## src/rtl/elevator_scheduler_if.sv

```systemverilog
// Call-button / car-status bundle between the panel logic and the scheduler.
// The slave side is the scheduler; the master side drives the call buttons.
interface elevator_scheduler_if #(
   parameter int FLOORS = 7
);
   logic [FLOORS-1:0] call_i;
   logic [2:0]        elev_f_o;
   logic [1:0]        dir_o;
   logic              door_open_o;
   logic [FLOORS-1:0] pending_o;
   logic              busy_o;

   modport master (
      output call_i,
      input  elev_f_o, dir_o, door_open_o,
      input  pending_o, busy_o
   );

   modport slave (
      input  call_i,
      output elev_f_o, dir_o, door_open_o,
      output pending_o, busy_o
   );
endinterface

```

## src/rtl/elevator_scheduler.sv

```systemverilog
// Single-car SCAN elevator scheduler; owns the car floor (1..FLOORS).
// Optional ELEV_EMERGENCY_STOP_EN adds stop_i, which freezes state and timers.
module elevator_scheduler #(
   parameter int FLOORS     = 7,
   parameter int MOVE_TICKS = 50,
   parameter int DOOR_TICKS = 100
) (
   input logic clk,
   input logic rst_n,
`ifdef ELEV_EMERGENCY_STOP_EN
   input logic stop_i,
`endif
   elevator_scheduler_if.slave bus
);

   localparam logic [1:0] S_IDLE = 2'd0;
   localparam logic [1:0] S_UP   = 2'd1;
   localparam logic [1:0] S_DOWN = 2'd2;
   localparam logic [1:0] S_DOOR = 2'd3;

   localparam int MAXT = (MOVE_TICKS > DOOR_TICKS) ?
                         MOVE_TICKS : DOOR_TICKS;
   localparam int CW   = $clog2(MAXT + 1);

   localparam logic [CW-1:0] MOVE_END = CW'(MOVE_TICKS - 1);
   localparam logic [CW-1:0] DOOR_END = CW'(DOOR_TICKS - 1);

   logic [1:0]        state, state_nx;
   logic [2:0]        floor, floor_nx, nf;
   logic [CW-1:0]     cnt, cnt_nx;
   logic              last_up, last_up_nx;
   logic [FLOORS-1:0] pend, clr, req;
   logic [FLOORS-1:0] here_m, nf_m;
   logic              above, below, freeze;

`ifdef ELEV_EMERGENCY_STOP_EN
   assign freeze = stop_i;
`else
   assign freeze = 1'b0;
`endif

   function automatic logic [FLOORS-1:0] onehot(
      input logic [2:0] f
   );
      logic [FLOORS-1:0] m;
      m = '0;
      for (int k = 0; k < FLOORS; k++)
         if (k + 1 == int'(f)) m[k] = 1'b1;
      return m;
   endfunction

   assign req    = pend | bus.call_i;
   assign nf     = (state == S_DOWN) ? floor - 3'd1
                                     : floor + 3'd1;
   assign here_m = onehot(floor);
   assign nf_m   = onehot(nf);

   always_comb begin
      above = 1'b0;
      below = 1'b0;
      for (int k = 0; k < FLOORS; k++) begin
         if (pend[k] && (k + 1 > int'(floor))) above = 1'b1;
         if (pend[k] && (k + 1 < int'(floor))) below = 1'b1;
      end
   end

   always_comb begin
      state_nx   = state;
      floor_nx   = floor;
      cnt_nx     = cnt;
      last_up_nx = last_up;
      clr        = '0;
      if (!freeze) begin
         unique case (state)
            S_IDLE: begin
               cnt_nx = '0;
               if (|(pend & here_m)) begin
                  state_nx = S_DOOR;
                  clr      = here_m;
               end else if (above && below) begin
                  state_nx = last_up ? S_UP : S_DOWN;
               end else if (above) begin
                  state_nx   = S_UP;
                  last_up_nx = 1'b1;
               end else if (below) begin
                  state_nx   = S_DOWN;
                  last_up_nx = 1'b0;
               end
            end
            S_UP, S_DOWN: begin
               if (cnt == MOVE_END) begin
                  floor_nx = nf;
                  cnt_nx   = '0;
                  if (|(req & nf_m)) begin
                     state_nx = S_DOOR;
                     clr      = nf_m;
                  end
               end else begin
                  cnt_nx = cnt + CW'(1);
               end
            end
            S_DOOR: begin
               // a call at the open floor keeps the door open
               if (|(req & here_m)) begin
                  clr    = here_m;
                  cnt_nx = '0;
               end else if (cnt == DOOR_END) begin
                  cnt_nx = '0;
                  if (last_up ? above : below) begin
                     state_nx = last_up ? S_UP : S_DOWN;
                  end else if (last_up ? below : above) begin
                     state_nx   = last_up ? S_DOWN : S_UP;
                     last_up_nx = ~last_up;
                  end else begin
                     state_nx = S_IDLE;
                  end
               end else begin
                  cnt_nx = cnt + CW'(1);
               end
            end
            default: state_nx = S_IDLE;
         endcase
      end
   end

   always_ff @(posedge clk or negedge rst_n) begin
      if (!rst_n) begin
         state   <= S_IDLE;
         floor   <= 3'd1;
         cnt     <= '0;
         last_up <= 1'b1;
         pend    <= '0;
      end else begin
         state   <= state_nx;
         floor   <= floor_nx;
         cnt     <= cnt_nx;
         last_up <= last_up_nx;
         pend    <= req & ~clr;
      end
   end

   assign bus.elev_f_o    = floor;
   assign bus.dir_o       = {state == S_DOWN, state == S_UP};
   assign bus.door_open_o = (state == S_DOOR);
   assign bus.busy_o      = (state != S_IDLE);
   assign bus.pending_o   = pend;

endmodule

```

## src/flat_wrapper.sv

```systemverilog
// flat-port wrapper written by rule: the top's interface ports become plain ports
module elevator_scheduler_flat 
#(
   parameter int FLOORS     = 7,
   parameter int MOVE_TICKS = 50,
   parameter int DOOR_TICKS = 100
)
  (clk, rst_n, bus_call_i, bus_elev_f_o, bus_dir_o, bus_door_open_o, bus_pending_o, bus_busy_o);
  elevator_scheduler_if #(.FLOORS(FLOORS)) bus_i ();
  input logic clk;
  input logic rst_n;
  input wire logic [$bits(bus_i.call_i)-1:0] bus_call_i;
  output wire logic [$bits(bus_i.elev_f_o)-1:0] bus_elev_f_o;
  output wire logic [$bits(bus_i.dir_o)-1:0] bus_dir_o;
  output wire logic [$bits(bus_i.door_open_o)-1:0] bus_door_open_o;
  output wire logic [$bits(bus_i.pending_o)-1:0] bus_pending_o;
  output wire logic [$bits(bus_i.busy_o)-1:0] bus_busy_o;
  assign bus_i.call_i = bus_call_i;
  assign bus_elev_f_o = bus_i.elev_f_o;
  assign bus_dir_o = bus_i.dir_o;
  assign bus_door_open_o = bus_i.door_open_o;
  assign bus_pending_o = bus_i.pending_o;
  assign bus_busy_o = bus_i.busy_o;
  elevator_scheduler #(.FLOORS(FLOORS), .MOVE_TICKS(MOVE_TICKS), .DOOR_TICKS(DOOR_TICKS)) u_core (.clk(clk), .rst_n(rst_n), .bus(bus_i));
endmodule
```

## config.mk

```make
export PLATFORM = sky130hd
export DESIGN_NAME = elevator_scheduler_flat
export DESIGN_NICKNAME = d
export VERILOG_FILES = /design/src/rtl/elevator_scheduler_if.sv /design/src/rtl/elevator_scheduler.sv /design/src/flat_wrapper.sv
export SDC_FILE = /design/constraint.sdc
export NUM_CORES = 1
export LEC_CHECK = 0
export CORE_UTILIZATION = 43
export CTS_CLUSTER_DIAMETER = 120
export DETAILED_ROUTE_END_ITERATION = 10
export MAX_ROUTING_LAYER = met4
export PLACE_DENSITY = 0.66
export SLEW_MARGIN = 40
export SYNTH_ARGS = -nofsm -noshare
export SYNTH_HDL_FRONTEND = slang
export SYNTH_SLANG_ARGS = --single-unit
export TNS_END_PERCENT = 1
```

## constraint.sdc

```tcl
create_clock -name clk -period 7.15 [get_ports clk]
set_input_delay 1.43 -clock clk [delete_from_list [all_inputs] [get_ports clk]]
set_output_delay 1.43 -clock clk [all_outputs]
set_load 0.005 [all_outputs]
```

## Yosys cells after proc, flatten, opt, wreduce, memory -nomap -nowiden

Cells that the tools add are included.

| operators by class | value |
|---|---|
| add/sub/neg operators | 3 |
| $lt $le $gt $ge | 13 |
| equal/unequal tests | 29 |
| muxes and demuxes | 61 |
| bitwise logic cells | 7 |
| reduce and logical (&&, ||, !) cells | 24 |

Operators by type and width:

| operator | count |
|---|---|
| 2-to-1 mux 7 bit | 7 |
| case mux 7 bit (3 select lines) | 2 |
| 2-to-1 mux 1 bit | 37 |
| AND 7 bit | 4 |
| equality test 3 bit, first input constant | 8 |
| 2-to-1 mux 2 bit | 12 |
| OR reduction 7 bit | 3 |
| logical AND 1 bit | 14 |
| equality test 2 x 3 -> 1 bit, first input constant | 4 |
| > comparator 3 bit, first input constant | 4 |
| < comparator 3 bit, first input constant | 3 |
| inequality test 2 x 1 -> 1 bit, second input constant | 4 |
| inequality test 2 bit, second input constant | 4 |
| AND reduction 8 bit | 1 |
| adder 7 x 1 -> 7 bit, second input constant | 1 |
| equality test 7 x 6 -> 1 bit, second input constant | 1 |
| equality test 7 bit, second input constant | 1 |
| inverter 7 bit | 1 |
| OR 7 bit | 1 |
| equality test 1 x 3 -> 1 bit, first input constant | 2 |
| > comparator 2 x 3 -> 1 bit, first input constant | 2 |
| < comparator 2 x 3 -> 1 bit, first input constant | 2 |
| case mux 2 bit (3 select lines) | 1 |
| inequality test 5 x 1 -> 1 bit, second input constant | 1 |
| 15 further kinds | 17 |

| storage, ports and cells | value |
|---|---|
| register bits | 20 |
| input port bits | 9 |
| output and inout bits | 14 |

## Depth between registers and ports, before layout

| logic depth | value |
|---|---|
| depth after elaboration | 15 |
| gate-level depth with buffers | 10 |
| mapped depth without buffers | 8 |

## Least setup slack after synthesis

Ideal clock, no wire load.

| timing path | value |
|---|---|
| path kind | input to register |
| start | input bus_call_i[0] |
| end | register u_core.last_up |
| data arrival time | 3.123 ns |
| data required time | 7.062 ns |
| setup slack | 3.939 ns |
| stages on the path | 6 |
| path buffers | 0 |
| cell sequence | or2_2 a222oi_1 a21boi_2 or4_4 o21ba_1 a221oi_2 |

| between the ends | value |
|---|---|
| cells in the longest elaborated chain, start to end | 5 |

RTL lines:

| what | line | source |
|---|---|---|
| from (decl) | flat_wrapper.sv:12 | `input wire logic [$bits(bus_i.call_i)-1:0] bus_call_i;` |
| OR 7 bit | elevator_scheduler.sv:52 | `assign req = pend \| bus.call_i;` |
| AND 7 bit | elevator_scheduler.sv:104 | `if (\|(req & here_m)) begin` |
| OR reduction 7 bit | elevator_scheduler.sv:104 |  |
| inequality test 2 bit (no line) | n/a |  |
| AND reduction 8 bit (no line) | n/a |  |
| to (signal assigned) | elevator_scheduler.sv:137 | `last_up <= last_up_nx;` |
| to (decl) | elevator_scheduler.sv:31 | `logic last_up, last_up_nx;` |

No other way between the ends.
A chain may end at the register's enable or synchronous reset.

## Worst setup path in the final report

Same ends and word-level chain as after synthesis.

==> impl_metrics.py <==
metrics = {
    "critical_path": {
        "critPathCaptureType": "flip-flop",
        "critPathLaunchType": "primary input",
        "worstReg2RegStart": "u_core.bus.elev_f_o[0]$_DFFE_PN1P_",
        "critical_path_class": "primary input to flip-flop",
        "max_stage_delay_ns": 0.57,
        "arrival_ns": 3.68,
        "r2r_slack_ns": 4.02,
        "cp_cell_sequence": "clkdlybuf4s50_1, or2_2, a222oi_1, a21boi_2, or4_4, o21ba_1, a221oi_2",
        "crit_slowest_cell": "or4_4",
        "r2r_cells": 8,
        "reg2reg_to": "u_core.state[1]$_DFFE_PN0P_",
        "worstSetupPathDepth": 7,
        "critical_path.max_fanout": 9,
        "critPathRequiredTime_ns": 7.37,
        "cp_top_family": "compound AO/OA/AOI/OAI gates",
        "critPathLaunch": "bus_call_i[0]",
        "path_buf_inv": 1,
        "critPathCapture": "u_core.last_up$_DFFE_PN1P_",
    },
    "die": {
        "dieHeight_microns": 62.4,
        "coreArea_sq_um": 3420,
        "dieArea_sq_um": 3890,
        "num_rows": 21,
        "io-pin-count": 23,
        "start_util_pct": 45.9,
        "die_w_microns": 62.4,
    },
    "power": {
        "cellLeakagePower_uw": 0.000743,
        "powerDensity_nw_per_um2": 94.4,
        "total_power_uw": 174,
        "peakVddDrop_mv": 0.0607,
    },
    "global_route": {
        "grt_pass1_wl_mm": 6.93,
        "grt_max_degree": 21,
        "grt_use_total_pct": 23.0,
        "grt-ovfl-total": 0,
        "grt_pass1_vias": 1458,
        "antenna_found_initial": 0,
    },
    "synth": {
        "synth_seq_area_share_pct": 32.1,
        "syn_nets": 193,
        "ys_ff_latch": 20,
        "avgSynthCellArea_sq_um": 9.18,
        "synth_area_sq_um": 1570,
        "synthArstFlopShare_pct": 100,
        "yosys_warnings": 0,
        "synth_edf_count": 0,
        "synthCells": 171,
        "ys_types": 50,
        "synth_top_flop_cell": "dfrtp_1",
    },
    "detailed_routing": {
        "dr_wl_met2_mm": 1.93,
        "routed.top_layer": "met4",
        "met1Wirelength_mm": 1.77,
        "ant_nets": 0,
        "routedWlPerCell_microns": 16.5,
        "viasPerCell": 6.05,
        "wl_met3_microns": 149,
        "vias": 1439,
        "drcViolationCount": 0,
        "drt_iter0_drc": 146,
        "dr.pass1.iters": 4,
        "wirelength_mm": 3.93,
    },
    "place": {
        "gp_congestion": 0.958,
        "dpl_worst_slack_ns": 3.41,
        "port_buffers": 22,
        "dp_hpwl_mm": 3.02,
    },
    "final_layout": {
        "seq_area_sq_um": 503,
        "area_growth_pct": 17.3,
        "n_antenna_cell": 0,
        "nFillCells": 311,
        "finalNetCount": 216,
        "drive_gt1_share_pct": 10.4,
        "multiInputGateArea_sq_um": 1010,
    },
    "clock_tree": {
        "cts_made_buffers": 3,
        "clock_path_buffers": 2,
        "cts-root-buf": "clkbuf_4",
        "cts_hold_buf": 0,
        "clk_pin_slew_ns": 0.11,
        "ctsResizeCount": 0,
        "htreeDepth": 1,
        "clkLatencyLatePin_ns": 0.30,
        "post_cts_buffers": 0,
        "cts_tree": "yes",
        "clkSinkCount": 20,
    },
    "timing": {
        "final.min_clock_period_ns": 3.46,
        "maxSlewHeadroom_pct": 59.6,
        "rsz0062_at_grt": "false",
        "finalHoldViolations": 0,
        "maxSlewViolCount": 0,
        "min_period_over_period_pct": 48.4,
        "final-setup-viol-count": 0,
        "skew_ns": 0.00129,
        "worst_slew_pin_slew_ns": 0.606,
        "fmax_mhz": 289,
        "fin_ws_ns": 3.69,
        "fin_tns_setup_ns": 0,
    },
    "worst_hold_path": {
        "hp-class": "flip-flop to flip-flop",
    },
    "status": {
        "status": "finished, final reports clean",
    },
    "run": {
        "maxCapViolations": 0,
    },
}
metrics by stage:
step	util (%)	area (sq um)	hold slack [ns]	cells
finish	53.9	1840	0.503	238
global placement	53.4	1820	0.472	235
floorplan	-	1570	0.453	171
global route	53.9	1840	0.528	238
detailed placement	53.2	1820	0.492	235
CTS	53.9	1840	0.508	238
logic make-up after synthesis:
| family | after synthesis | share of synthesized area (%) |
|---|---|---|
| simple gates | 62 | 20.3 |
| compound gates | 49 | 24.5 |
| flops | 20 | 32.1 |
| buf+inv | 13 | 3.67 |
| fa+ha+maj | 13 | 10.4 |
| xor+xnor | 9 | 5.02 |
| mux | 5 | 4.15 |
sequential cells by signal (all words and copies together) (netlist names):
signal and cells:
u_core.cnt 7, u_core.bus.elev_f_o 3, u_core.last_up 1, u_core.state 2
u_core.bus.pending_o 7
cell type report:
class	instances	area share, %
clock buffer	3	1.22
inverter	9	1.84
multi-input combinational	138	54.8
sequential	20	27.3
tap	46	3.13
timing repair buffer	22	11.7
cells in the mapped netlist, drive strengths merged (2+ instances only):
| library cell | instances | area (sq um) |
|---|---|---|
| a22o | 5 | 43.8 |
| xor2 | 3 | 26.3 |
| nand2 | 11 | 41.3 |
| inv | 9 | 33.8 |
| clkbuf | 2 | 7.51 |
| ha | 13 | 163 |
| dfstp | 2 | 52.6 |
| and2b | 2 | 15.0 |
| a311oi | 2 | 17.5 |
| a21boi | 2 | 18.8 |
| o22ai | 2 | 12.5 |
| nor3 | 2 | 10.0 |
| a21oi | 8 | 40.0 |
| mux2 | 2 | 22.5 |
| mux2i | 2 | 20.0 |
| and3 | 2 | 12.5 |
| o31ai | 3 | 22.5 |
| or2 | 4 | 25.0 |
| nand3 | 7 | 35.0 |
| nor2b | 3 | 18.8 |
| or4 | 2 | 18.8 |
| xnor2 | 6 | 52.6 |
| o21ai | 6 | 30.0 |
| o211ai | 2 | 15.0 |
| buf | 2 | 16.3 |
| a221oi | 8 | 82.6 |
| dfrtp | 18 | 450 |
| nor2 | 23 | 86.3 |
| nand3b | 2 | 15.0 |
power by group:
part	switching, uW	internal [uW]
registers	0.000000000000165	113
clock network	34.2	19.6
logic	3.18	3.57
total	37.4	136
placed cells by master, fill, tap and decap left out, drive strengths merged, types with 4 or more instances in the layout:
cell type / Yosys / routed
nor2: 23 / 23
clkdlybuf4s50: 0 / 21
dfrtp: 18 / 18
ha: 13 / 13
nand2: 11 / 11
inv: 9 / 9
a21oi: 8 / 8
a221oi: 8 / 8
nand3: 7 / 7
o21ai: 6 / 6
xnor2: 6 / 6
a22o: 5 / 5
or2: 4 / 4
how the worst min path moves through the flow:
stage	startpoint	end	depth (start not counted)	slack, ns
floorplan	u_core.cnt[0]$_DFF_PN0_	u_core.cnt[0]$_DFF_PN0_	1	0.45
global placement	u_core.cnt[0]$_DFF_PN0_	u_core.cnt[0]$_DFF_PN0_	1	0.47
detailed placement	u_core.cnt[0]$_DFF_PN0_	u_core.cnt[0]$_DFF_PN0_	1	0.49
CTS	u_core.cnt[0]$_DFF_PN0_	u_core.cnt[0]$_DFF_PN0_	1	0.51
global route	u_core.cnt[0]$_DFF_PN0_	u_core.cnt[0]$_DFF_PN0_	1	0.53
finish	u_core.cnt[0]$_DFF_PN0_	u_core.cnt[0]$_DFF_PN0_	1	0.50
routing by layer:
layer,up-vias,GRT usage (%)
met3,9,3.28
li1,675,-
met5,-,-
met1,712,28.6
met2,43,37.9
met4,0,8.43
Note: power is estimated with default switching activity, not from simulation.
